**src/rtl/pipeline_hazard_controller_if.sv**
```systemverilog
// Handshake bundle between the hazard controller and the pipeline datapath.
// The master side drives hazard sources; the slave side is the controller.
interface pipeline_hazard_controller_if #(
    parameter int CNT_W = 16
);
    logic [4:0]       id_rs;
    logic [4:0]       id_rt;
    logic             id_uses_rt;
    logic             ex_mem_read;
    logic [4:0]       ex_write_reg;
    logic             mem_busy;
    logic             wb_redirect;
    logic             pc_write;
    logic             if_id_write;
    logic             id_ex_write;
    logic             ex_mem_write;
    logic             mem_wb_write;
    logic             if_id_flush;
    logic             id_ex_flush;
    logic             ex_mem_flush;
    logic             mem_wb_flush;
    logic [1:0]       state;
    logic [CNT_W-1:0] stall_count;
    logic [CNT_W-1:0] flush_count;

    modport master (
        output id_rs, id_rt, id_uses_rt, ex_mem_read, ex_write_reg,
        output mem_busy, wb_redirect,
        input  pc_write, if_id_write, id_ex_write, ex_mem_write,
        input  mem_wb_write, if_id_flush, id_ex_flush, ex_mem_flush,
        input  mem_wb_flush, state, stall_count, flush_count
    );

    modport slave (
        input  id_rs, id_rt, id_uses_rt, ex_mem_read, ex_write_reg,
        input  mem_busy, wb_redirect,
        output pc_write, if_id_write, id_ex_write, ex_mem_write,
        output mem_wb_write, if_id_flush, id_ex_flush, ex_mem_flush,
        output mem_wb_flush, state, stall_count, flush_count
    );
endinterface

```
**src/rtl/pipeline_hazard_controller.sv**
```systemverilog
// Stall/flush sequencer for the 5-stage pipeline: load-use, mem freeze, redirect.
// Statistics counters exist only when HAZARD_PERF_CNT_EN is defined.
module pipeline_hazard_controller #(
    parameter int REFILL_CYCLES = 4,
    parameter int CNT_W         = 16
) (
    input logic                          clk,
    input logic                          reset,
    pipeline_hazard_controller_if.slave  bus
);
    localparam int RW = (REFILL_CYCLES > 2) ? $clog2(REFILL_CYCLES) : 1;

    typedef enum logic [1:0] {
        RUN      = 2'd0,
        LU_STALL = 2'd1,
        FREEZE   = 2'd2,
        REFILL   = 2'd3
    } state_e;

    state_e        state_q, state_d;
    logic [RW-1:0] refill_q, refill_d;
    logic          hz_lu, hz_rd, rd_masked;

    // A freeze that interrupted a refill keeps the redirect mask alive.
    assign rd_masked = (state_q == REFILL) ||
                       (state_q == FREEZE && refill_q != '0);
    assign hz_rd = bus.wb_redirect && !rd_masked;
    assign hz_lu = bus.ex_mem_read && (bus.ex_write_reg != 5'd0) &&
                   ((bus.ex_write_reg == bus.id_rs) ||
                    (bus.id_uses_rt && bus.ex_write_reg == bus.id_rt));

    always_comb begin
        bus.pc_write     = 1'b1;
        bus.if_id_write  = 1'b1;
        bus.id_ex_write  = 1'b1;
        bus.ex_mem_write = 1'b1;
        bus.mem_wb_write = 1'b1;
        bus.if_id_flush  = 1'b0;
        bus.id_ex_flush  = 1'b0;
        bus.ex_mem_flush = 1'b0;
        bus.mem_wb_flush = 1'b0;
        state_d          = RUN;
        refill_d         = refill_q;

        unique case (state_q)
            FREEZE: begin
                if (refill_q != '0) state_d = REFILL;
            end
            REFILL: begin
                if (refill_q != '0) begin
                    state_d  = REFILL;
                    refill_d = refill_q - 1'b1;
                end
            end
            default: ;
        endcase

        if (reset) begin
            state_d  = RUN;
            refill_d = '0;
        end else if (bus.mem_busy) begin
            bus.pc_write     = 1'b0;
            bus.if_id_write  = 1'b0;
            bus.id_ex_write  = 1'b0;
            bus.ex_mem_write = 1'b0;
            bus.mem_wb_write = 1'b0;
            state_d          = FREEZE;
            refill_d         = refill_q;
        end else if (hz_rd) begin
            bus.if_id_flush  = 1'b1;
            bus.id_ex_flush  = 1'b1;
            bus.ex_mem_flush = 1'b1;
            bus.mem_wb_flush = 1'b1;
            state_d          = REFILL;
            refill_d         = RW'(REFILL_CYCLES - 1);
        end else if (hz_lu) begin
            bus.pc_write    = 1'b0;
            bus.if_id_write = 1'b0;
            bus.id_ex_flush = 1'b1;
            // An ongoing refill keeps counting down through the stall.
            if (state_d == RUN) state_d = LU_STALL;
        end
    end

    always_ff @(posedge clk) begin
        if (reset) begin
            state_q  <= RUN;
            refill_q <= '0;
        end else begin
            state_q  <= state_d;
            refill_q <= refill_d;
        end
    end

    assign bus.state = state_q;

`ifdef HAZARD_PERF_CNT_EN
    logic [CNT_W-1:0] stall_count_q, stall_count_d;
    logic [CNT_W-1:0] flush_count_q, flush_count_d;
    logic             stall_inc, flush_inc;

    assign flush_inc = !bus.mem_busy && hz_rd;
    assign stall_inc = !bus.mem_busy && !hz_rd && hz_lu;

    always_comb begin
        stall_count_d = stall_count_q;
        flush_count_d = flush_count_q;
        if (stall_inc && stall_count_q != '1)
            stall_count_d = stall_count_q + 1'b1;
        if (flush_inc && flush_count_q != '1)
            flush_count_d = flush_count_q + 1'b1;
    end

    always_ff @(posedge clk) begin
        if (reset) begin
            stall_count_q <= '0;
            flush_count_q <= '0;
        end else begin
            stall_count_q <= stall_count_d;
            flush_count_q <= flush_count_d;
        end
    end

    assign bus.stall_count = stall_count_q;
    assign bus.flush_count = flush_count_q;
`else
    assign bus.stall_count = '0;
    assign bus.flush_count = '0;
`endif
endmodule

```
**src/flat_wrapper.sv**
```systemverilog
// flat-port wrapper written by rule: the top's interface ports become plain ports
module pipeline_hazard_controller_flat 
#(
    parameter int REFILL_CYCLES = 4,
    parameter int CNT_W         = 16
)
  (clk, reset, bus_id_rs, bus_id_rt, bus_id_uses_rt, bus_ex_mem_read, bus_ex_write_reg, bus_mem_busy, bus_wb_redirect, bus_pc_write, bus_if_id_write, bus_id_ex_write, bus_ex_mem_write, bus_mem_wb_write, bus_if_id_flush, bus_id_ex_flush, bus_ex_mem_flush, bus_mem_wb_flush, bus_state, bus_stall_count, bus_flush_count);
  pipeline_hazard_controller_if #(.CNT_W(CNT_W)) bus_i ();
  input logic clk;
  input logic reset;
  input wire logic [$bits(bus_i.id_rs)-1:0] bus_id_rs;
  input wire logic [$bits(bus_i.id_rt)-1:0] bus_id_rt;
  input wire logic [$bits(bus_i.id_uses_rt)-1:0] bus_id_uses_rt;
  input wire logic [$bits(bus_i.ex_mem_read)-1:0] bus_ex_mem_read;
  input wire logic [$bits(bus_i.ex_write_reg)-1:0] bus_ex_write_reg;
  input wire logic [$bits(bus_i.mem_busy)-1:0] bus_mem_busy;
  input wire logic [$bits(bus_i.wb_redirect)-1:0] bus_wb_redirect;
  output wire logic [$bits(bus_i.pc_write)-1:0] bus_pc_write;
  output wire logic [$bits(bus_i.if_id_write)-1:0] bus_if_id_write;
  output wire logic [$bits(bus_i.id_ex_write)-1:0] bus_id_ex_write;
  output wire logic [$bits(bus_i.ex_mem_write)-1:0] bus_ex_mem_write;
  output wire logic [$bits(bus_i.mem_wb_write)-1:0] bus_mem_wb_write;
  output wire logic [$bits(bus_i.if_id_flush)-1:0] bus_if_id_flush;
  output wire logic [$bits(bus_i.id_ex_flush)-1:0] bus_id_ex_flush;
  output wire logic [$bits(bus_i.ex_mem_flush)-1:0] bus_ex_mem_flush;
  output wire logic [$bits(bus_i.mem_wb_flush)-1:0] bus_mem_wb_flush;
  output wire logic [$bits(bus_i.state)-1:0] bus_state;
  output wire logic [$bits(bus_i.stall_count)-1:0] bus_stall_count;
  output wire logic [$bits(bus_i.flush_count)-1:0] bus_flush_count;
  assign bus_i.id_rs = bus_id_rs;
  assign bus_i.id_rt = bus_id_rt;
  assign bus_i.id_uses_rt = bus_id_uses_rt;
  assign bus_i.ex_mem_read = bus_ex_mem_read;
  assign bus_i.ex_write_reg = bus_ex_write_reg;
  assign bus_i.mem_busy = bus_mem_busy;
  assign bus_i.wb_redirect = bus_wb_redirect;
  assign bus_pc_write = bus_i.pc_write;
  assign bus_if_id_write = bus_i.if_id_write;
  assign bus_id_ex_write = bus_i.id_ex_write;
  assign bus_ex_mem_write = bus_i.ex_mem_write;
  assign bus_mem_wb_write = bus_i.mem_wb_write;
  assign bus_if_id_flush = bus_i.if_id_flush;
  assign bus_id_ex_flush = bus_i.id_ex_flush;
  assign bus_ex_mem_flush = bus_i.ex_mem_flush;
  assign bus_mem_wb_flush = bus_i.mem_wb_flush;
  assign bus_state = bus_i.state;
  assign bus_stall_count = bus_i.stall_count;
  assign bus_flush_count = bus_i.flush_count;
  pipeline_hazard_controller #(.REFILL_CYCLES(REFILL_CYCLES), .CNT_W(CNT_W)) u_core (.clk(clk), .reset(reset), .bus(bus_i));
endmodule
```
**config.mk**
```make
export PLATFORM = sky130hd
export DESIGN_NAME = pipeline_hazard_controller_flat
export DESIGN_NICKNAME = d
export VERILOG_FILES = /design/src/rtl/pipeline_hazard_controller_if.sv /design/src/rtl/pipeline_hazard_controller.sv /design/src/flat_wrapper.sv
export SDC_FILE = /design/constraint.sdc
export NUM_CORES = 1
export LEC_CHECK = 0
export CELL_PAD_IN_SITES_DETAIL_PLACEMENT = 0
export CELL_PAD_IN_SITES_GLOBAL_PLACEMENT = 1
export CORE_MARGIN = 1.5
export CORE_UTILIZATION = 19
export DETAILED_ROUTE_END_ITERATION = 7
export PLACE_DENSITY_LB_ADDON = 0.1
export SYNTH_ARGS = -nofsm -noshare
export SYNTH_HDL_FRONTEND = slang
export SYNTH_SLANG_ARGS = --single-unit
```
**constraint.sdc**
```tcl
create_clock -name clk -period 2.8 [get_ports clk]
set_clock_uncertainty 0.05 [all_clocks]
set_input_delay 0.28 -clock clk [delete_from_list [all_inputs] [get_ports clk]]
set_output_delay 0.28 -clock clk [all_outputs]
set_load 0.01 [all_outputs]
```
==> results of run 1 <==
-- registers in the layout, indices dropped and copies added, names as in the netlist --
| register | count |
|---|---|
| u_core.refill_q | 2 |
| u_core.bus.state | 2 |
-- power by group --
group          total [uW]  switching [uW]  internal, uW
clock                73.2            25.1          48.1
sequential           65.5            3.87          61.6
combinational         110            53.3          56.3
total                 248            82.3           166
-- critical path: stages --
cell	delay (ns)
clkdlybuf4s50_1	0.48
or4_1	0.55
o221ai_2	0.22
o21a_1	0.19
clkdlybuf4s50_1	0.54
-- final cells by class --
cell class                 instances  area (um^2)
multi-input combinational         70          380
fill                             352         2240
timing repair buffer              31          310
clock buffer                       3         22.5
tap                               44         55.1
sequential                         4         80.1
inverter                           3         11.3
-- cells in the final DEF (no fill, tap or decap), types with 2 or more instances in the layout --
| cell type | n |
|---|---|
| a211oi_1 | 3 |
| inv_1 | 3 |
| clkdlybuf4s50_1 | 31 |
| a21oi_1 | 2 |
| clkbuf_4 | 3 |
| nor2b_1 | 2 |
| nand2_1 | 2 |
| conb_1 | 32 |
| nor2_1 | 5 |
| dfxtp_1 | 4 |
| xnor2_1 | 4 |
| xor2_1 | 6 |
| nand2b_1 | 3 |
-- through the flow --
| stage | utilization, % | total power, uW | area (um^2) | hold WS [ns] |
|---|---|---|---|---|
| 2_1_floorplan | - | 157 | 749 | 0.302 |
| 3_3_place_gp | 27.0 | 177 | 837 | 0.407 |
| 3_5_place_dp | 27.0 | 176 | 837 | 0.415 |
| 4_1_cts | 27.7 | 252 | 860 | 0.418 |
| 5_1_grt | 27.7 | 268 | 860 | 0.471 |
| 6_report | 27.7 | 248 | 860 | 0.421 |
-- worst max-delay path by stage --
stage | startpoint | depth (start not counted) | end | slack (ns)
final | bus_ex_write_reg[2] | 5 | bus_if_id_write | 0.21
after global routing | bus_ex_write_reg[3] | 7 | bus_id_ex_flush | 0.07
after CTS | bus_ex_write_reg[2] | 5 | bus_if_id_write | 0.18
after detailed placement | bus_ex_write_reg[2] | 5 | bus_if_id_write | 0.19
after global placement | bus_ex_write_reg[1] | 5 | bus_if_id_write | 0.16
after floorplan | u_core.refill_q[0] | 7 | bus_pc_write | 1.11
-- cells by family (layout without fill, tap and decap cells) --
kind of cell,Yosys count,after routing,synth area share [%]
AO/OA/AOI/OAI,9,9,10.5
XOR/XNOR,10,10,13.8
adder cells (fa/ha/maj),1,1,1.98
buffers and inverters,40,37,45.7
flip-flops,4,4,12.6
other,1,32,0.592
AND/OR/NAND/NOR,18,18,14.8
-- routing by layer --
metal	GRT usage (%)	vias to the layer above	routed length, um
met1	8.96	235	535
met4	3.42	0	0
met3	2.13	0	151
li1	-	257	-
met2	12.3	39	607
met5	0	-	0
==> out/qor.yml, run 1 <==
cts.path.max_buffers: 2
critPathCaptureType: "primary output"
synth_top_area_cell: "buf_4"
min_to: "u_core.refill_q[0]"
track_usage_pct: 7.46
cap_violations: 0
arrival_ns: 2.26
hold_path.class: "reg2reg"
die_h_um: 60.7
antenna_found_initial: 0
layout.nets: 135
avgSynthCellArea_um2: 7.63
fin_crit_ns: 2.59
cts_max_level: 1
post-cts-setup-buffers: 0
drive_gt1_share_pct: 4.50
cp.required_ns: 2.47
cts_root_buf: "clkbuf_4"
drc_errors: 0
setup_tns_ns: 0
core_area_um2: 3100
min_from: "u_core.refill_q[0]"
fin_ws_ns: 0.205
netlist_instances: 83
fin_cells: 155
ys_seq_area_share_pct: 12.6
area_growth_pct: 35.8
hold_viol: 0
cts.sinks: 4
critPathLaunchType: "primary input"
wire_per_inst_um: 8.35
cts_tree: "done"
rsz0062_at_grt: "false"
antenna_left: 0
drt_pass1_iterations: 2
finalWirelength_um: 1300
port-buffer-count: 31
grt-ovfl-total: 0
leakage_uw: 0.000363
power_density_nw_per_um2: 289
netlist_area_um2: 633
synth_top_cell_area_share_pct: 43.9
ys_ff_latch: 4
synth_common_cells: "37 x buf_4, 6 x xor2_1, 5 x nor2_1"
clkLatencyLatePin_ns: 0.24
path_clk_slew_ns: 0.04
dieWidth_um: 60.7
finalCritPeriodShare_pct: 92.7
grt_max_degree: 7
dp_cells: 152
slew_violations: 0
r2r-end: "u_core.refill_q[1]"
critical_path_class: "in2out"
max_freq_mhz: 385
antenna_cells: 0
post-place-ws_ns: 0.187
grt_pass1_wl_um: 2080
reg2reg_depth: 7
synth_edf_count: 0
r2r_start: "u_core.refill_q[0]"
yosysMostFrequentCell: "buf_4"
synth_cell_types: 23
cts_buffers: 3
yosys_warnings: 0
yosys-top-cells-area: "buf_4 44%, dfxtp_1 13%, xor2_1 8.3%"
cts_hold_buf: 0
synthArstFlopShare_pct: 0
place_congestion: 0.732
cp_max_fo: 3
initial_core_util_pct: 20.4
hpwl_um: 1100
dr.first_iter.drc_count: 12
regToRegSetupSlack_ns: 1.30
die_area_um2: 3690
floorplan.rows: 20
top_level_ports: 64
grt_pass1_vias: 508
postCtsResizedCells: 0
holdPathStages: 1
status: "finished, final reports clean"
viasPerCell: 3.43
irDropWorstVdd_v: 0.000107
yosys_most_used_dff: "dfxtp_1"
vias: 531
setup_viol: 0
No activity file was read; power rests on OpenSTA's default activity.
==> inputs of run 2 (changes only) <==
--- a/config.mk
+++ b/config.mk
@@ -5,6 +5,7 @@
 export SDC_FILE = /design/constraint.sdc
 export NUM_CORES = 1
 export LEC_CHECK = 0
+export ABC_AREA = 0
 export CELL_PAD_IN_SITES_DETAIL_PLACEMENT = 0
 export CELL_PAD_IN_SITES_GLOBAL_PLACEMENT = 1
 export CORE_MARGIN = 1.5
==> results of run 2 <==
Final layout, timing and power as in run 1 (identical DEF).
